**config.mk**
```make
export PLATFORM = sky130hd
export DESIGN_NAME = decode_n_seq
export DESIGN_NICKNAME = d
export VERILOG_FILES = /design/src/rtl/decode_n_seq.sv
export SDC_FILE = /design/constraint.sdc
export NUM_CORES = 1
export LEC_CHECK = 0
export ABC_AREA = 1
export CAP_MARGIN = 40
export CORE_MARGIN = 2
export CORE_UTILIZATION = 45
export CTS_CLUSTER_SIZE = 24
export DETAILED_ROUTE_END_ITERATION = 8
export GPL_ROUTABILITY_DRIVEN = 0
export MAX_ROUTING_LAYER = met4
export PLACE_DENSITY = 0.75
export SLEW_MARGIN = 20
export SYNTH_ARGS = -nofsm -noshare
export SYNTH_HDL_FRONTEND = slang
export SYNTH_SLANG_ARGS = --single-unit
```
**constraint.sdc**
```tcl
create_clock -name clk -period 1.5 [get_ports clk]
set_input_delay 0.15 -clock clk [delete_from_list [all_inputs] [get_ports clk]]
set_output_delay 0.15 -clock clk [all_outputs]
set_load 0.02 [all_outputs]
```
**src/rtl/decode_n_seq.sv**
```systemverilog
// decode_n_seq: registered binary-to-one-hot decoder with a direct-load mode
// (valid/ready code transfer) and an auto-scan mode that steps the selected
// line through all 2**N outputs with a programmable dwell per line.
module decode_n_seq #(
    parameter int unsigned N          = 3,
    parameter int unsigned DWELL_W    = 8,
    parameter bit          ACTIVE_LOW = 1'b0,
    localparam int unsigned OUT_W     = 2 ** N
) (
    input  logic               clk,
    input  logic               rst,
    input  logic               En,
    input  logic               Mode,
    input  logic [N-1:0]       I,
    input  logic               I_valid,
    output logic               I_ready,
    input  logic [DWELL_W-1:0] Dwell,
    output logic [OUT_W-1:0]   Y,
    output logic [N-1:0]       Idx,
    output logic               Wrap
);

    typedef enum logic [1:0] {
        IDLE = 2'd0,
        HOLD = 2'd1,
        SCAN = 2'd2
    } state_t;

    localparam logic [OUT_W-1:0] Y_INACTIVE = {OUT_W{ACTIVE_LOW}};

    state_t             state_q;
    logic [N-1:0]       idx_q;
    logic [N-1:0]       idx_d;
    logic [DWELL_W-1:0] cnt_q;
    logic [DWELL_W-1:0] cnt_d;
    logic [OUT_W-1:0]   y_q;
    logic [OUT_W-1:0]   y_d;
    logic               wrap_q;
    logic               wrap_d;
    logic               xfer_c;

    // Ready whenever in direct mode and out of reset; a code moves on valid & ready.
    assign I_ready = ~Mode & ~rst;
    assign xfer_c  = I_valid & I_ready;

    // Next index, dwell count, wrap pulse and decoded output pattern.
    always_comb begin
        idx_d  = idx_q;
        cnt_d  = cnt_q;
        wrap_d = 1'b0;
        y_d    = '0;
        if (Mode) begin
            if (state_q != SCAN) begin
                // First scan edge: start the current line with a fresh dwell.
                cnt_d = '0;
            end else if (En) begin
                // >= so that shrinking Dwell below cnt steps immediately.
                if (cnt_q >= Dwell) begin
                    cnt_d  = '0;
                    idx_d  = idx_q + N'(1);
                    wrap_d = (idx_q == {N{1'b1}});
                end else begin
                    cnt_d = cnt_q + DWELL_W'(1);
                end
            end
        end else begin
            cnt_d = '0;
            if (xfer_c) begin
                idx_d = I;
            end
        end
        if (En) begin
            y_d = OUT_W'(1) << idx_d;
        end
        if (ACTIVE_LOW) begin
            y_d = ~y_d;
        end
    end

    // Mode/transfer state machine plus all registered outputs.
    always_ff @(posedge clk or posedge rst) begin
        if (rst) begin
            state_q <= IDLE;
            idx_q   <= '0;
            cnt_q   <= '0;
            y_q     <= Y_INACTIVE;
            wrap_q  <= 1'b0;
        end else begin
            case (state_q)
                IDLE: begin
                    if (Mode) begin
                        state_q <= SCAN;
                    end else if (xfer_c) begin
                        state_q <= HOLD;
                    end
                end
                HOLD: begin
                    if (Mode) begin
                        state_q <= SCAN;
                    end
                end
                SCAN: begin
                    if (!Mode) begin
                        state_q <= HOLD;
                    end
                end
                default: state_q <= IDLE;
            endcase
            idx_q  <= idx_d;
            cnt_q  <= cnt_d;
            y_q    <= y_d;
            wrap_q <= wrap_d;
        end
    end

    assign Y    = y_q;
    assign Idx  = idx_q;
    assign Wrap = wrap_q;

endmodule

```
; ---- Word level (Yosys, flattened, before mapping)
; Cells that the tools add are included.
[word_totals]
ff_bits = 22
elab_cells = 42
[op_classes]
add_sub_neg = 2
order_cmp = 1
eq_ne = 8
shifts = 1
n_mux = 19
n_bitwise = 4
reduce_logical = 2
[op_table]
columns = operator, count
row1 = 8-bit two-way mux, 5
row2 = 3-bit two-way mux, 5
row3 = "8-bit by 1-bit adder with 8-bit output, second input constant", 1
row4 = 8-bit greater-or-equal comparator, 1
row5 = 2-bit two-way mux, 4
row6 = "1-bit by 3-bit << shifter with 8-bit output, first input constant", 1
row7 = "2-bit != test, second input constant", 3
row8 = 2-bit case mux with 3 select lines, 1
row9 = 1-bit two-way mux, 4
row10 = "3-bit by 1-bit adder with 3-bit output, second input constant", 1
row11 = "3-bit equality test, second input constant", 1
row12 = "3-bit by 2-bit != test with 1-bit output, second input constant", 1
row13 = "3-bit != test, second input constant", 1
row14 = 3-bit AND reduction, 1
row15 = 1-bit bitwise AND, 2
row16 = "2-bit by 1-bit equality test with 1-bit output, second input constant", 1
row17 = "2-bit equality test, second input constant", 1
row18 = 2-bit zero test, 1
row19 = 1-bit inverter, 2

; ---- Longest topological paths before layout
[depth]
ltp_word = 7
mapped_depth = 15

; ---- Worst setup path before layout
; No wires, ideal clock.
[synth_timing]
path_type = register to register
start = reg cnt_q[7]
end = reg y_q[1], in the netlist Y[1]
setup_time_ns = 0.121
arrival_ns = 1.509
t_required_ns = 1.379
setup_slack_ns = -0.131
stages_incl_launch_ff = 11
path_buffers = 0
path_cell_list = dfrtp_1 > ha_1 > a21o_1 > nor2_4 > nand3_4 > nand2_4 > nand2_1 > nand3_1 > nand2_1 > nand2_1 > nor2_1
[synth_between]
elab_chain_len = 7
[synth_rtl]
columns = element, line_no
row1 = from (decl), 34  ; logic [DWELL_W-1:0] cnt_q;
row2 = from (signal assigned), 110  ; cnt_q <= cnt_d;
row3 = 8-bit greater-or-equal comparator, 58  ; if (cnt_q >= Dwell) begin
row4 = 3-bit two-way mux, 58
row5 = 3-bit two-way mux, 56  ; end else if (En) begin
row6 = 3-bit two-way mux, 53  ; if (state_q != SCAN) begin
row7 = 3-bit two-way mux, 52  ; if (Mode) begin
row8 = named net idx_d[0], 33  ; logic [N-1:0] idx_d;
row9 = 1-bit by 3-bit << shifter with 8-bit output, 73  ; y_d = OUT_W'(1) << idx_d;
row10 = 8-bit two-way mux, 72  ; if (En) begin
row11 = named net y_d[1], 37  ; logic [OUT_W-1:0] y_d;
row12 = to (signal assigned), 111  ; y_q <= y_d;
row13 = to (decl), 36  ; logic [OUT_W-1:0] y_q;
; The timed path passes the listed nets, and every way through them passes these cells.
; A chain may end at the register's enable or synchronous reset.

; ---- Worst setup path in the final report
[layout_timing]
start = reg cnt_q[4]
end = reg y_q[3], in the netlist Y[3]
; The elaborated chain is that of the path after synthesis.

==> results.md <==
* Clock slew at reported path FFs at approximately 0.13 ns
* Drt drc at 0
* Largest area contributor in the netlist: dfrtp_1
* Commonest cells in the netlist: 35 x nand2_1, 26 x inv_1, 22 x dfrtp_1
* Synth async-reset ratio at between 90% and 100%
* I/O Buffers at 28
* Hold WC Path Type: primary input to asynchronous set/reset pin
* CTS sink count at 22
* Most numerous cell in the Yosys netlist: nand2_1
* Avg WL per Cell at 14.3 µm
* Initial antenna violation count at 0
* Clock Skews at 0.00252 ns
* Yosys warnings at 0
* CTS buffer count at 3
* Failing checks: negative setup slack
* Post-synthesis sequential area ratio at 40.0%
* WP data required at 1.75 ns
* WP data arrival at 2.13 ns
* Critical Path Start Type: flop
* CTS Root Cell: clkbuf_4
* Minimum clock period at 1.87 ns
* Fmax achieved at 0.534 GHz
* Top FF cell, synth: dfrtp_1
* CTS tree: built
* Final worst slack at -0.373 ns
* Core area at 2980 µm²
* Vias in the first global route at 1419
* CP max FO at 8
* Syn_nets at 197
* WHS at 0.244 ns
* Flops & latches, synth at 22
* Mean post-synth cell area at 8.10 µm²
* Internal at 1.11 mW
* First-pass GRT wire length at 5930 µm
* Final-report hold violation count at 0
* Max-slew headroom at 73.6%
* # IOs at 29
* Fraction of layout cells with a size suffix above 1 at 36.6%
* Final Power at around 1.6 mW
* Peak supply drop at about 0.62 mV
* DRT iter0 DRCs at 41
* Pwr Density at 748 nW/µm²
* Final std cells w/o fill at 260
* Synth Instances at 170
* Antenna viol nets, final at 0
* Number of synthesized flops with an enable pin at 0
* DR pass1 iterations at 4
* Post-Syn Area at 1380 µm²
* Max-slew violations at 0
* Final setup viols at 18
* Worst-margin pin slew at between 0.3 and 0.4 ns
* Comb power frac at 31.1%
* Congestion Overflow GR at 0
* Sw power at 488 µW
* # rows at 20
* Post-synth top area share at 40.0%
* Crit Path Category: flop to flop
* Area growth syn-to-layout at 55.0%
* Vias/cell at 5.15
* Util after Layout at 71.7%
* Worst skew pair latency at between 0.3 and 0.4 ns
* Worst Setup End Kind: flop
* Die ar. at roughly 3500 µm²
* Die span in y at 59.3 µm
* Placed cell count at 252
* Clock buffer depth at 2
* Post-CTS Hold Buffers at 0
* DP Worst Slack at -0.614 ns
* Crit share post-route at 125%
* Outcome: complete, but fails checks
* Routed via count at 1340
* Clock share of power at roughly 29%
* Area contributors post-synth: dfrtp_1 40%, ha_1 10%, nand2_1 9.5%
* Unique masters post-synth at 27
* Leak at around 1.1 nW
* RSZ-0062 raised after global routing: yes
* # diodes at 0
* WL final at 3710 µm
* H-Tree Depth at 1
* Largest net degree at the start of global routing at 23
* MaxCap Viol Count at 0
* Sequential share of power at between 40% and 50%
* # nets final at 255
* Switching Fraction at 30.5%
* Die Wd at 59.3 µm
* Starting density of the core at 46.3%
* DP HPWL at between 2000 and 3000 µm
* Fillers at between 200 and 250
* GRT Util Overall at 22.8%
[per-layer routing]
layer	vias to the layer above	track usage [%]	wire length, µm
met5	-	-	0
met4	0	9.09	75
met3	11	3.28	153
met2	41	39.7	1950
met1	633	26.1	1540
li1	655	-	-
[cells in the final DEF, fill, tap and decap left out, drive strengths merged, types with 6 or more instances in the layout]
| cell type | Yosys | routed |
|---|---|---|
| buf | 1 | 26 |
| dfrtp | 22 | 22 |
| inv | 31 | 31 |
| a21oi | 6 | 6 |
| nor2 | 22 | 22 |
| o21ai | 6 | 6 |
| clkdlybuf4s50 | 0 | 24 |
| nand2 | 40 | 40 |
| nand3 | 19 | 19 |
| ha | 11 | 11 |
[metrics by stage]
stage	TNS, ns	instance area [µm²]
floorplan	-0.846	1430
global placement	-8.30	1900
detailed placement	-10.05	1900
CTS	-4.38	1990
global route	-6.83	2130
finish	-4.91	2130
[final cells by class]
class	count	area, µm²	area share [%]
sequential	22	551	25.8
timing repair buffer	54	482	22.6
multi-input combinational	116	892	41.8
clock inverter	1	30.0	1.41
clock buffer	3	22.5	1.06
tap	33	41.3	1.93
inverter	31	116	5.45
[cell families (layout without fill, tap and decap cells)]
kind of cell / Yosys count / count (layout) / synth area share [%]
compound gates: 17 / 17 / 6.99
xor+xnor: 3 / 3 / 1.91
fa+ha+maj: 11 / 11 / 9.99
buf+inv: 32 / 89 / 9.26
flops: 22 / 22 / 40.0
simple gates: 85 / 85 / 31.9
[critical path, stage by stage, from the launching register on]
cell     delay [ns]
dfrtp_1        0.44
ha_4           0.29
nand2_4        0.05
nor2_4         0.16
nand4_4        0.14
nand3_4        0.16
nand2_4        0.10
nand2_2        0.08
nand3_2        0.08
nand2_4        0.12
nand2_4        0.07
nor2_2         0.11
[final timing paths]
kind,startpoint,end,slack [ns],depth (start not counted)
worst max-delay path,cnt_q[4]$_DFFE_PP0P_,Y[3]$_DFF_PP0_,-0.37,11
worst min-delay path,rst,state_q[1]$_DFFE_PP0P_,0.24,3
worst max register to register,cnt_q[4]$_DFFE_PP0P_,Y[3]$_DFF_PP0_,-0.37,11
worst min register to register,state_q[1]$_DFFE_PP0P_,state_q[1]$_DFFE_PP0P_,0.57,3
max in group asynchronous,rst,Y[2]$_DFF_PP0_,1.03,3
min in group clk,state_q[1]$_DFFE_PP0P_,state_q[1]$_DFFE_PP0P_,0.57,3
[power by group through the flow]
stage                     sequential, mW  clock, mW  combinational [mW]
final                              0.642      0.459               0.497
after global routing               0.646      0.482               0.541
after CTS                          0.641      0.456               0.420
after detailed placement           0.653          0               0.402
after global placement             0.651          0               0.392
after floorplan                    0.688          0               0.182
[sequential cells by signal, summed over array words and instances, names as in the netlist]
register / flops
Idx: 3
Wrap: 1
Y: 8
cnt_q: 8
state_q: 2
[repair_timing]
item,CTS,global route
buffers inserted,2,2
pin swaps,8,20
gates resized for setup,11,33
setup endpoints to repair,21,21
(Power assumes the default switching activity.)
